[config.mk]
export PLATFORM = sky130hd
export DESIGN_NAME = fixed_dwn_lut_layer
export DESIGN_NICKNAME = d
export VERILOG_FILES = /design/src/rtl/dwn_pkg.sv /design/src/rtl/dwn_skid_buffer.sv /design/src/rtl/fixed_dwn_lut_layer.sv
export SDC_FILE = /design/constraint.sdc
export NUM_CORES = 1
export LEC_CHECK = 0
export BUFFER_PORTS_ARGS = -buffer_cell sky130_fd_sc_hd__buf_4
export CORE_AREA = 2 2 39 41
export CTS_CLUSTER_DIAMETER = 150
export DETAILED_ROUTE_END_ITERATION = 12
export DIE_AREA = 0 0 41 43
export PLACE_DENSITY_LB_ADDON = 0.2
export REMOVE_ABC_BUFFERS = 1
export SLEW_MARGIN = 20
export SYNTH_ARGS = -nofsm -noshare
export SYNTH_HDL_FRONTEND = slang
export SYNTH_SLANG_ARGS = --single-unit
[constraint.sdc]
create_clock -name clk -period 0.9 [get_ports clk]
set_input_delay 0.045 -clock clk [delete_from_list [all_inputs] [get_ports clk]]
set_output_delay 0.045 -clock clk [all_outputs]
set_load 0.01 [all_outputs]
[src/rtl/dwn_pkg.sv]
// Shared helpers for the DWN LUT layer: sizing functions used at elaboration time.
package dwn_pkg;

    function automatic int lut_idx_w(input int n);
        return (n <= 1) ? 1 : $clog2(n);
    endfunction

    function automatic int lut_depth(input int n);
        return 1 << n;
    endfunction

endpackage

[src/rtl/dwn_skid_buffer.sv]
// Main register plus one skid entry: full-throughput valid/ready with registered outputs and ready.
module dwn_skid_buffer #(
    parameter int DATA_WIDTH = 8
) (
    input  logic                  clk,
    input  logic                  rst,
    input  logic [DATA_WIDTH-1:0] data_in,
    input  logic                  data_in_valid,
    output logic                  data_in_ready,
    output logic [DATA_WIDTH-1:0] data_out,
    output logic                  data_out_valid,
    input  logic                  data_out_ready
);

    logic [DATA_WIDTH-1:0] out_reg, skid_reg;
    logic                  out_valid, skid_valid;
    logic                  accept, consume, load_main, skid_load, skid_valid_n;

    assign data_out       = out_reg;
    assign data_out_valid = out_valid;

    always_comb begin
        accept    = data_in_valid & data_in_ready;
        consume   = out_valid & data_out_ready;
        load_main = ~out_valid | consume;
        // A stalled accept parks in the skid; a drained skid may also be refilled the same cycle.
        skid_load    = accept & (~load_main | skid_valid);
        skid_valid_n = skid_load | (skid_valid & ~load_main);
    end

    always_ff @(posedge clk or posedge rst) begin
        if (rst) begin
            out_reg       <= '0;
            out_valid     <= 1'b0;
            skid_reg      <= '0;
            skid_valid    <= 1'b0;
            data_in_ready <= 1'b0;
        end else begin
            if (load_main) begin
                if (skid_valid) begin
                    out_reg   <= skid_reg;
                    out_valid <= 1'b1;
                end else if (accept) begin
                    out_reg   <= data_in;
                    out_valid <= 1'b1;
                end else begin
                    out_valid <= 1'b0;
                end
            end
            if (skid_load)
                skid_reg <= data_in;
            skid_valid    <= skid_valid_n;
            data_in_ready <= ~skid_valid_n;
        end
    end

endmodule

[src/rtl/fixed_dwn_lut_layer.sv]
// Fixed-wiring LUT layer: each LUT gathers LUT_N thermometer bits and looks up a constant truth table.
module fixed_dwn_lut_layer
    import dwn_pkg::*;
#(
    parameter int NUM_INPUTS = 32,
    parameter int NUM_LUTS   = 8,
    parameter int LUT_N      = 4,
    parameter logic [NUM_LUTS*LUT_N*lut_idx_w(NUM_INPUTS)-1:0] INPUT_INDICES = '0,
    parameter logic [NUM_LUTS*lut_depth(LUT_N)-1:0]            LUT_CONTENTS  = '0
) (
    input  logic                  clk,
    input  logic                  rst,
    input  logic [NUM_INPUTS-1:0] data_in_0,
    input  logic                  data_in_0_valid,
    output logic                  data_in_0_ready,
    output logic [NUM_LUTS-1:0]   data_out_0,
    output logic                  data_out_0_valid,
    input  logic                  data_out_0_ready
);

    localparam int IDX_W = lut_idx_w(NUM_INPUTS);
    localparam int DEPTH = lut_depth(LUT_N);

    logic [NUM_LUTS-1:0][LUT_N-1:0] addr;
    logic [NUM_LUTS-1:0]            lut_res;

    // Sparse wiring maps leave some input bits unread; fold them here so that is not flagged.
    logic unused_inputs;
    assign unused_inputs = ^data_in_0;

    for (genvar l = 0; l < NUM_LUTS; l++) begin : g_lut
        localparam logic [DEPTH-1:0] TABLE = LUT_CONTENTS[l*DEPTH +: DEPTH];
        for (genvar k = 0; k < LUT_N; k++) begin : g_bit
            localparam logic [IDX_W-1:0] SEL = INPUT_INDICES[(l*LUT_N+k)*IDX_W +: IDX_W];
            if (int'(SEL) >= NUM_INPUTS) begin : g_bad_index
                $error("fixed_dwn_lut_layer: wiring index out of range");
            end
            assign addr[l][k] = data_in_0[SEL];
        end
        assign lut_res[l] = TABLE[addr[l]];
    end

    dwn_skid_buffer #(
        .DATA_WIDTH(NUM_LUTS)
    ) u_skid (
        .clk           (clk),
        .rst           (rst),
        .data_in       (lut_res),
        .data_in_valid (data_in_0_valid),
        .data_in_ready (data_in_0_ready),
        .data_out      (data_out_0),
        .data_out_valid(data_out_0_valid),
        .data_out_ready(data_out_0_ready)
    );

endmodule

-- Word level (Yosys, flattened, before mapping)
Index checks and enable logic that the tools add are counted.
Widths: inputs -> output; s select.
- register bits after elaboration: 12
- input bits: 36
- logic and storage cells: 23
- output and inout bits: 10
- bitwise operators: 10
- reduce and logical (&&, ||, !) cells: 2
- mux-type cells: 5
- $lt $le $gt $ge: 1
- operators by type and width (cell ; count):
    $mux 8 ; 2
    $lt 4x5->1 const B ; 1
    $and 1x1->1 ; 4
    $mux 1 ; 3
    $not 1->1 ; 3
    $or 1x1->1 ; 3
    $reduce_and 2->1 ; 1
    $reduce_bool 2->1 ; 1

-- Longest topological paths before layout
Gate-level depths: netlist (run 1).
- depth after elaboration: 7
- gate-level depth with buffers: 2
- mapped depth without buffers: 2

-- Hierarchy
A second synthesis (run 1) with hierarchy kept.
- cells, all modules: 54
- area total of the unflattened synthesis: 899.6 um2
- by module, submodules not included (module ; seq. area each (um2) ; instances ; area each (um2) ; cells an instance):
    dwn_skid_buffer ; 475.5 ; 1 ; 895.9 ; 53
    fixed_dwn_lut_layer ; 0.0 ; 1 ; 3.8 ; 1

-- Least setup slack after synthesis (run 1)
OpenSTA, ideal clock, no wires.
- kind: register to register
- start point: reg u_skid.data_in_ready
- end point: reg u_skid.skid_valid
- library setup time: 127 ps
- path slack: 129 ps
- stages on the path, launching flop included: 3
- arrival time: 643 ps
- required time: 773 ps
- cell sequence: dfrtp_1 a21oi_2 o21ai_0
- cells in the longest elaborated chain, start to end: 3
- RTL lines (element ; line ; RTL):
    start: declaration ; dwn_skid_buffer.sv:9 ; output logic data_in_ready,
    start signal: assignment ; dwn_skid_buffer.sv:53 ; data_in_ready <= ~skid_valid_n;
    $and 1x1->1 ; dwn_skid_buffer.sv:23 ; accept = data_in_valid & data_in_ready;
    $and 1x1->1 ; dwn_skid_buffer.sv:27 ; skid_load = accept & (~load_main | skid_valid);
    $or 1x1->1 ; dwn_skid_buffer.sv:28 ; skid_valid_n = skid_load | (skid_valid & ~load_main);
    via u_skid.skid_valid_n ; dwn_skid_buffer.sv:17 ; logic accept, consume, load_main, skid_load, skid_valid_n;
    end signal: assignment ; dwn_skid_buffer.sv:52 ; skid_valid <= skid_valid_n;
    end: declaration ; dwn_skid_buffer.sv:16 ; logic out_valid, skid_valid;
The timed path passes the listed nets, and every way through them passes these cells.
A chain may end at the register's enable or synchronous reset.

-- Worst setup path after layout (run 1)
- start point: reg u_skid.out_valid (netlist: u_skid.data_out_valid)
- end point: out data_out_0_valid
- RTL lines (element ; line ; RTL):
    start: declaration ; dwn_skid_buffer.sv:16 ;
    start signal: assignment ; dwn_skid_buffer.sv:34 ; out_valid <= 1'b0;
    start signal: assignment ; dwn_skid_buffer.sv:42 ; out_valid <= 1'b1;
    start signal: assignment ; dwn_skid_buffer.sv:45 ; out_valid <= 1'b1;
    end: declaration ; fixed_dwn_lut_layer.sv:17 ; output logic data_out_0_valid,
No word-level cell between the ends.

==> results.md, run 1 <==
- Number of diodes added for antenna fixing: 0
- Clock buffer depth: 2
- CP Cell Sequence: buf_4
- Combined area of the multi-input logic cells: 73.82 µm²
- Gate family responsible for the most delay along the worst path: flip-flops
- Stages on worst setup path: 1
- Hold Fails Final Rpt: 0
- Clock slew seen by the registers of the worst setup and hold paths: roughly 30 ps
- # placed instances: 39
- Average detailed-routed wire length per instance: around 6.8 µm
- Depth of the CTS H-tree: 1
- Total routed wirelength: ~300 µm
- Share of post-route cells with drive strength above 1: between 30% and 40%
- Synthesized flop and latch total: 3
- Resized Gates After CTS: 0
- Via count normalized by instance count: around 2.9
- Static leakage power: 0.0001254 µW
- Number of nets with antenna violations after detailed routing: 0
- Most common cell after layout, fill and taps aside: conb_1
- Slowest cell on the critical path: dfrtp_1
- Critical path endpoint category: primary output
- Total routing usage reported by global routing: 5.025%
- Buffers inserted during post-CTS setup optimization: 0
- Total area of sequential cells: around 75 µm²
- Nature of the critical path startpoint: register
- # DRC: 0
- TritonCTS buffer count: 3
- Sequential share of the synthesized area: approximately two fifths
- Setup violation total in the final timing report: 0
- Vias: around 130
- Die height: ~43 µm
- Worst setup path class: register to primary output
- Area of the core: 0.001384 mm²
- Buffers on Ports: 5
- Starting utilization of the core area: between 10% and 20%
- Top fanout value on the critical path: 2
- Final count of pins violating max slew: 0
- Fin Setup TNS: 0 ps
- Count of different cell masters after synthesis: 10
- Data required time at the worst endpoint: between 800 and 900 ps
- Floorplan die area: between 0.0015 and 0.002 mm²
- Top library cells by usage in the layout, fill and taps aside: 8 x conb_1, 5 x buf_4, 3 x clkbuf_4, 3 x dfrtp_1
- First-pass DRT Iterations: 2
- Critical Path Max Stage Delay: approximately 400 ps
- Number of antenna violations at the first check in global routing: 0
- Wire length of the first global-routing pass: 448 µm
- Number of filler cells placed in the layout: 160
- Final setup skew: between 1 and 1.5 ps
- Worst path bufs/invs: 1
- Gate count of the mapped netlist: 19
- Unrepaired setup endpoints after global routing: no
- Count of max-cap constraint violations: 0
- Number of sinks on the clock net: 3
- Worst skew pair latency: approximately 230 ps
- Area grow syn2layout: 32.21%
- Final clock period utilization by the worst path: around nine tenths
- Clock tree root buffer cell: clkbuf_4
- Vias in the first global route: ~110
- Final period demand of the worst path: just over 800 ps
- Global placer's final weighted congestion: between 0.4 and 0.5
- Maximum frequency from static timing analysis: around 1.2 GHz
- DRC marker count from the first detailed-route iteration: 1
- Critical path arrival: approximately 780 ps
- Cts hold-fix bufs: 1
- Boundary Pins: between 40 and 50
- Standard-cell row count: 14
- Type of the worst min-delay path: input pin to register
- Avg Inst Size Synth: between 9 and 10 µm²
- Depth of the most critical reg-to-reg path: 2
- Horizontal die dimension: 41 µm
- Net count of the finished layout: 65
- CTS tree: built
- Peak ir drop on the vdd network: a little under 500 µV
- Netlist area before placement: between 150 and 200 µm²
- Power per unit of standard cell area: approximately 2800 mW/mm²
- Non-Filler Instances: between 40 and 50
- Overflow left after global routing: 0
- Pin count of the biggest net entering global routing: 4
- Cells on Worst Hold Path: 3
- Outcome: finished, final reports clean
- Yosys warnings: 0
-- worst min-delay path, delay by kind of cell --
| family | cells | cell delay [ps] |
|---|---|---|
| simple gates | 1 | 60 |
| buf+inv | 1 | 90 |
| compound gates | 1 | 60 |
-- cell type report --
| cell class | instances | share of cell area [%] |
|---|---|---|
| Clock buffer | 4 | 10.66 |
| Inverter | 1 | 1.523 |
| Multi-Input combinational cell | 14 | 29.95 |
| Sequential cell | 3 | 30.46 |
| Tap cell | 16 | 8.122 |
| Timing Repair Buffer | 6 | 19.29 |
-- per-stage QoR --
step                      instance area [µm²]  setup WS [ps]  power (µW)  hold slack, ps  utilization [%]
after floorplan                         152.6          129.3       367.8          -201.4                -
after global placement                  210.2          133.7       458.7          -74.97            15.19
after detailed placement                210.2          129.7       462.9          -70.40            15.19
after CTS                               246.5          61.92       713.2           43.58            17.81
after global routing                    246.5          31.50       771.1           75.92            17.81
final                                   246.5          74.65       693.2           55.02            17.81
-- final timing paths --
check / startpoint / endpoint / slack, ps
min in group asynchronous: rst / u_skid.data_out_valid / 240
setup reg to reg: u_skid.data_in_ready / u_skid.skid_valid / 120
max in group asynchronous: rst / u_skid.data_in_ready / 530
hold reg to reg: u_skid.skid_valid / u_skid.data_out_valid / 490
setup / recovery: u_skid.data_out_valid / data_out_0_valid / 70
hold / removal: data_in_0_valid / u_skid.data_out_valid / 60
-- flip-flops by register name, indices dropped and copies added, names as in the netlist --
signal	cells
u_skid.data_in_ready	1
u_skid.data_out_valid	1
u_skid.skid_valid	1
-- Yosys cell counts --
library cell | instances | share of area, %
nand3_1 | 1 | 2.7
buf_4 | 8 | 32
inv_1 | 1 | 2.0
o21a_1 | 1 | 4.0
nand2_1 | 1 | 2.0
o21ai_0 | 1 | 2.7
nand2b_4 | 1 | 7.4
a21oi_2 | 1 | 4.7
conb_1 | 1 | 2.0
dfrtp_1 | 3 | 40
-- power by group --
part	total (µW)	switching [µW]	internal (µW)
sequential	252	52.8	199
clock	230	64.2	166
combinational	211	103	108
total	693	220	473
-- layer usage --
metal | track usage (%) | up-vias | routed length (µm)
li1 | - | 60 | -
met1 | 2.903 | 56 | 94
met2 | 5.313 | 9 | 133
met3 | 6.283 | 2 | 63
met4 | 8.000 | 0 | 6
met5 | 0 | - | 0
-- cell families after synthesis --
group           count (synthesis)  synth area share [%]
simple gates                    3                 12.07
other cells                     1                 2.011
buf+inv                         9                 34.23
flops                           3                 40.27
compound gates                  3                 11.41
(Power assumes the default switching activity.)
==> run 2: changes to the inputs <==
Settings changed: HOLD_SLACK_MARGIN set to 0.1, MAX_ROUTING_LAYER set to met4.
==> results.md, run 2 (synthesized netlist as in run 1, its figures left out) <==
- Critical path endpoint category: register (was primary output)
- Horizontal die dimension: 41 µm (unchanged)
- Outcome: finished, final reports clean (unchanged)
- Worst path bufs/invs: 2 (was 1)
- Hold Fails Final Rpt: 0 (unchanged)
- Boundary Pins: 46 (unchanged)
- Final clock period utilization by the worst path: 96.33% (was 91.71%)
- Number of diodes added for antenna fixing: 0 (unchanged)
- Most common cell after layout, fill and taps aside: conb_1 (unchanged)
- Critical path arrival: 970 ps (was 780 ps)
- Worst setup path class: input pin to register (was register to primary output)
- Data required time at the worst endpoint: 1010 ps (was 850 ps)
- Standard-cell row count: 14 (unchanged)
- Depth of the CTS H-tree: 1 (unchanged)
- # placed instances: 39 (unchanged)
- Final period demand of the worst path: 867.0 ps (was 825.4 ps)
- Starting utilization of the core area: 13.47% (unchanged)
- Total routing usage reported by global routing: 5.149% (was 5.025%)
- Maximum frequency from static timing analysis: 1.153 GHz (was 1.212 GHz)
- Share of post-route cells with drive strength above 1: 34.48% (was 35.71%)
- Global placer's final weighted congestion: 0.4918 (was 0.4920)
- Clock tree root buffer cell: clkbuf_4 (unchanged)
- Type of the worst min-delay path: input pin to register (unchanged)
- Number of sinks on the clock net: 3 (unchanged)
- Number of filler cells placed in the layout: 160 (unchanged)
- Share of the core filled with cells: 19.08% (was 17.81%)
- Worst skew pair latency: 230 ps (about the same)
- Floorplan die area: 0.001763 mm² (unchanged)
- Clock buffer depth: 2 (unchanged)
- First-pass DRT Iterations: 2 (unchanged)
- Worst path setup slack after routing: 33.04 ps (was 74.65 ps)
- Post-place setup slack: 129.7 ps (unchanged)
- Top fanout value on the critical path: 3 (was 2)
- Buffers on Ports: 5 (unchanged)
- Vias: 134 (was 127)
- DRC marker count from the first detailed-route iteration: 1 (unchanged)
- # DRC: 0 (unchanged)
- Area grow syn2layout: 41.61% (was 32.21%)
- Average detailed-routed wire length per instance: 6.956 µm (was 6.773 µm)
- Count of max-cap constraint violations: 0 (unchanged)
- Clock slew seen by the registers of the worst setup and hold paths: 30 ps (about the same)
- Via count normalized by instance count: 2.978 (was 2.886)
- Peak ir drop on the vdd network: 495.9 µV (was 495.8 µV)
- Final setup skew: 1.448 ps (was 1.449 ps)
- Gate family responsible for the most delay along the worst path: buffers and inverters (was flip-flops)
- Vias in the first global route: 114 (unchanged)
- CP Cell Sequence: dlygate4sd3_1, buf_4, a21oi_4, o21ai_0 (was buf_4)
- Top library cells by usage in the layout, fill and taps aside: 8 x conb_1, 5 x buf_4, 3 x clkbuf_4, 3 x dfrtp_1, 2 x dlygate4sd3_1 (was 8 x conb_1, 5 x buf_4, 3 x clkbuf_4, 3 x dfrtp_1)
- Design Power: 723.1 µW (was 693.2 µW)
- TritonCTS buffer count: 3 (unchanged)
- Slowest cell on the critical path: dlygate4sd3_1 (was dfrtp_1)
- Overflow left after global routing: 0 (unchanged)
- CTS tree: built (unchanged)
- Buffers inserted during post-CTS setup optimization: 0 (unchanged)
- Area of the core: 0.001384 mm² (unchanged)
- Net count of the finished layout: 66 (was 65)
- Fin Setup TNS: 0 ps (unchanged)
- Critical Path Max Stage Delay: 540 ps (was 400 ps)
- Nature of the critical path startpoint: input pin (was register)
- Non-Filler Instances: 45 (was 44)
- Static leakage power: 0.0001309 µW (was 0.0001254 µW)
- Unrepaired setup endpoints after global routing: no (unchanged)
- Die height: 43 µm (unchanged)
- Power per unit of standard cell area: 2739 mW/mm² (was 2812 mW/mm²)
- Number of nets with antenna violations after detailed routing: 0 (unchanged)
- Number of antenna violations at the first check in global routing: 0 (unchanged)
- Final count of pins violating max slew: 0 (unchanged)
- Setup violation total in the final timing report: 0 (unchanged)
- Pin count of the biggest net entering global routing: 4 (unchanged)
- Wire length of the first global-routing pass: 448 µm (unchanged)
- Total routed wirelength: 313 µm (was 298 µm)
==> run 2: cell types whose count changed in the layout (fill, tap and decap cells not counted) <==
| cell | change |
|---|---|
| dlygate4sd3_1 | +1 |
| a21oi_4 | +1 |
| a21oi_2 | -1 |
==> run 2: worst register-to-register path: stages (launching register included) <==
cell and delay, ps:
dfrtp_1 400, a21oi_4 150, o21ai_0 90
==> run 2: final cells by class <==
type	instances	area (µm²)	area share [%]
Inverter	1	3.754	1.422
Multi-Input combinational cell	14	81.33	30.81
Clock buffer	4	26.28	9.953
Tap cell	16	20.02	7.583
Sequential cell	3	75.07	28.44
Timing Repair Buffer	7	57.56	21.80
==> run 2: final timing paths <==
path                                              end  cells past startpoint  slack, ps            startpoint
worst max-delay path                u_skid.skid_valid                      4         30       data_in_0_valid
worst min-delay path            u_skid.data_out_valid                      3         90      data_out_0_ready
worst max register to register      u_skid.skid_valid                      2        130  u_skid.data_in_ready
worst min register to register  u_skid.data_out_valid                      2        510     u_skid.skid_valid
max in group asynchronous        u_skid.data_in_ready                      3        530                   rst
min in group asynchronous       u_skid.data_out_valid                      3        240                   rst
==> run 2: through the flow <==
stage | hold WS (ps) | cell area [µm²]
2_1_floorplan | -201.4 | 152.6
3_3_place_gp | -74.97 | 210.2
3_5_place_dp | -70.40 | 210.2
4_1_cts | 83.45 | 256.5
5_1_grt | 100.1 | 264.0
6_report | 90.33 | 264.0
==> run 2: power by group <==
part | internal [µW] | switching [µW]
Sequential | 199 | 67.4
Combinational | 122 | 104
Clock | 166 | 64.3
==> run 2: per-layer routing <==
metal  wire length (µm)  track usage, %  vias to the layer above
li1                   -               -                       63
met1                 98           2.903                       60
met2                151           5.313                        9
met3                 56           6.283                        2
met4                  6           8.000                        0
met5                  0               -                        -
==> run 2: timing repair <==
action | 4_1_cts | 5_1_grt
endpoints found under the hold margin | 4 | 0
setup endpoints to repair | 0 | 1
gates resized for setup | 0 | 1
hold buffers | 2 | 0
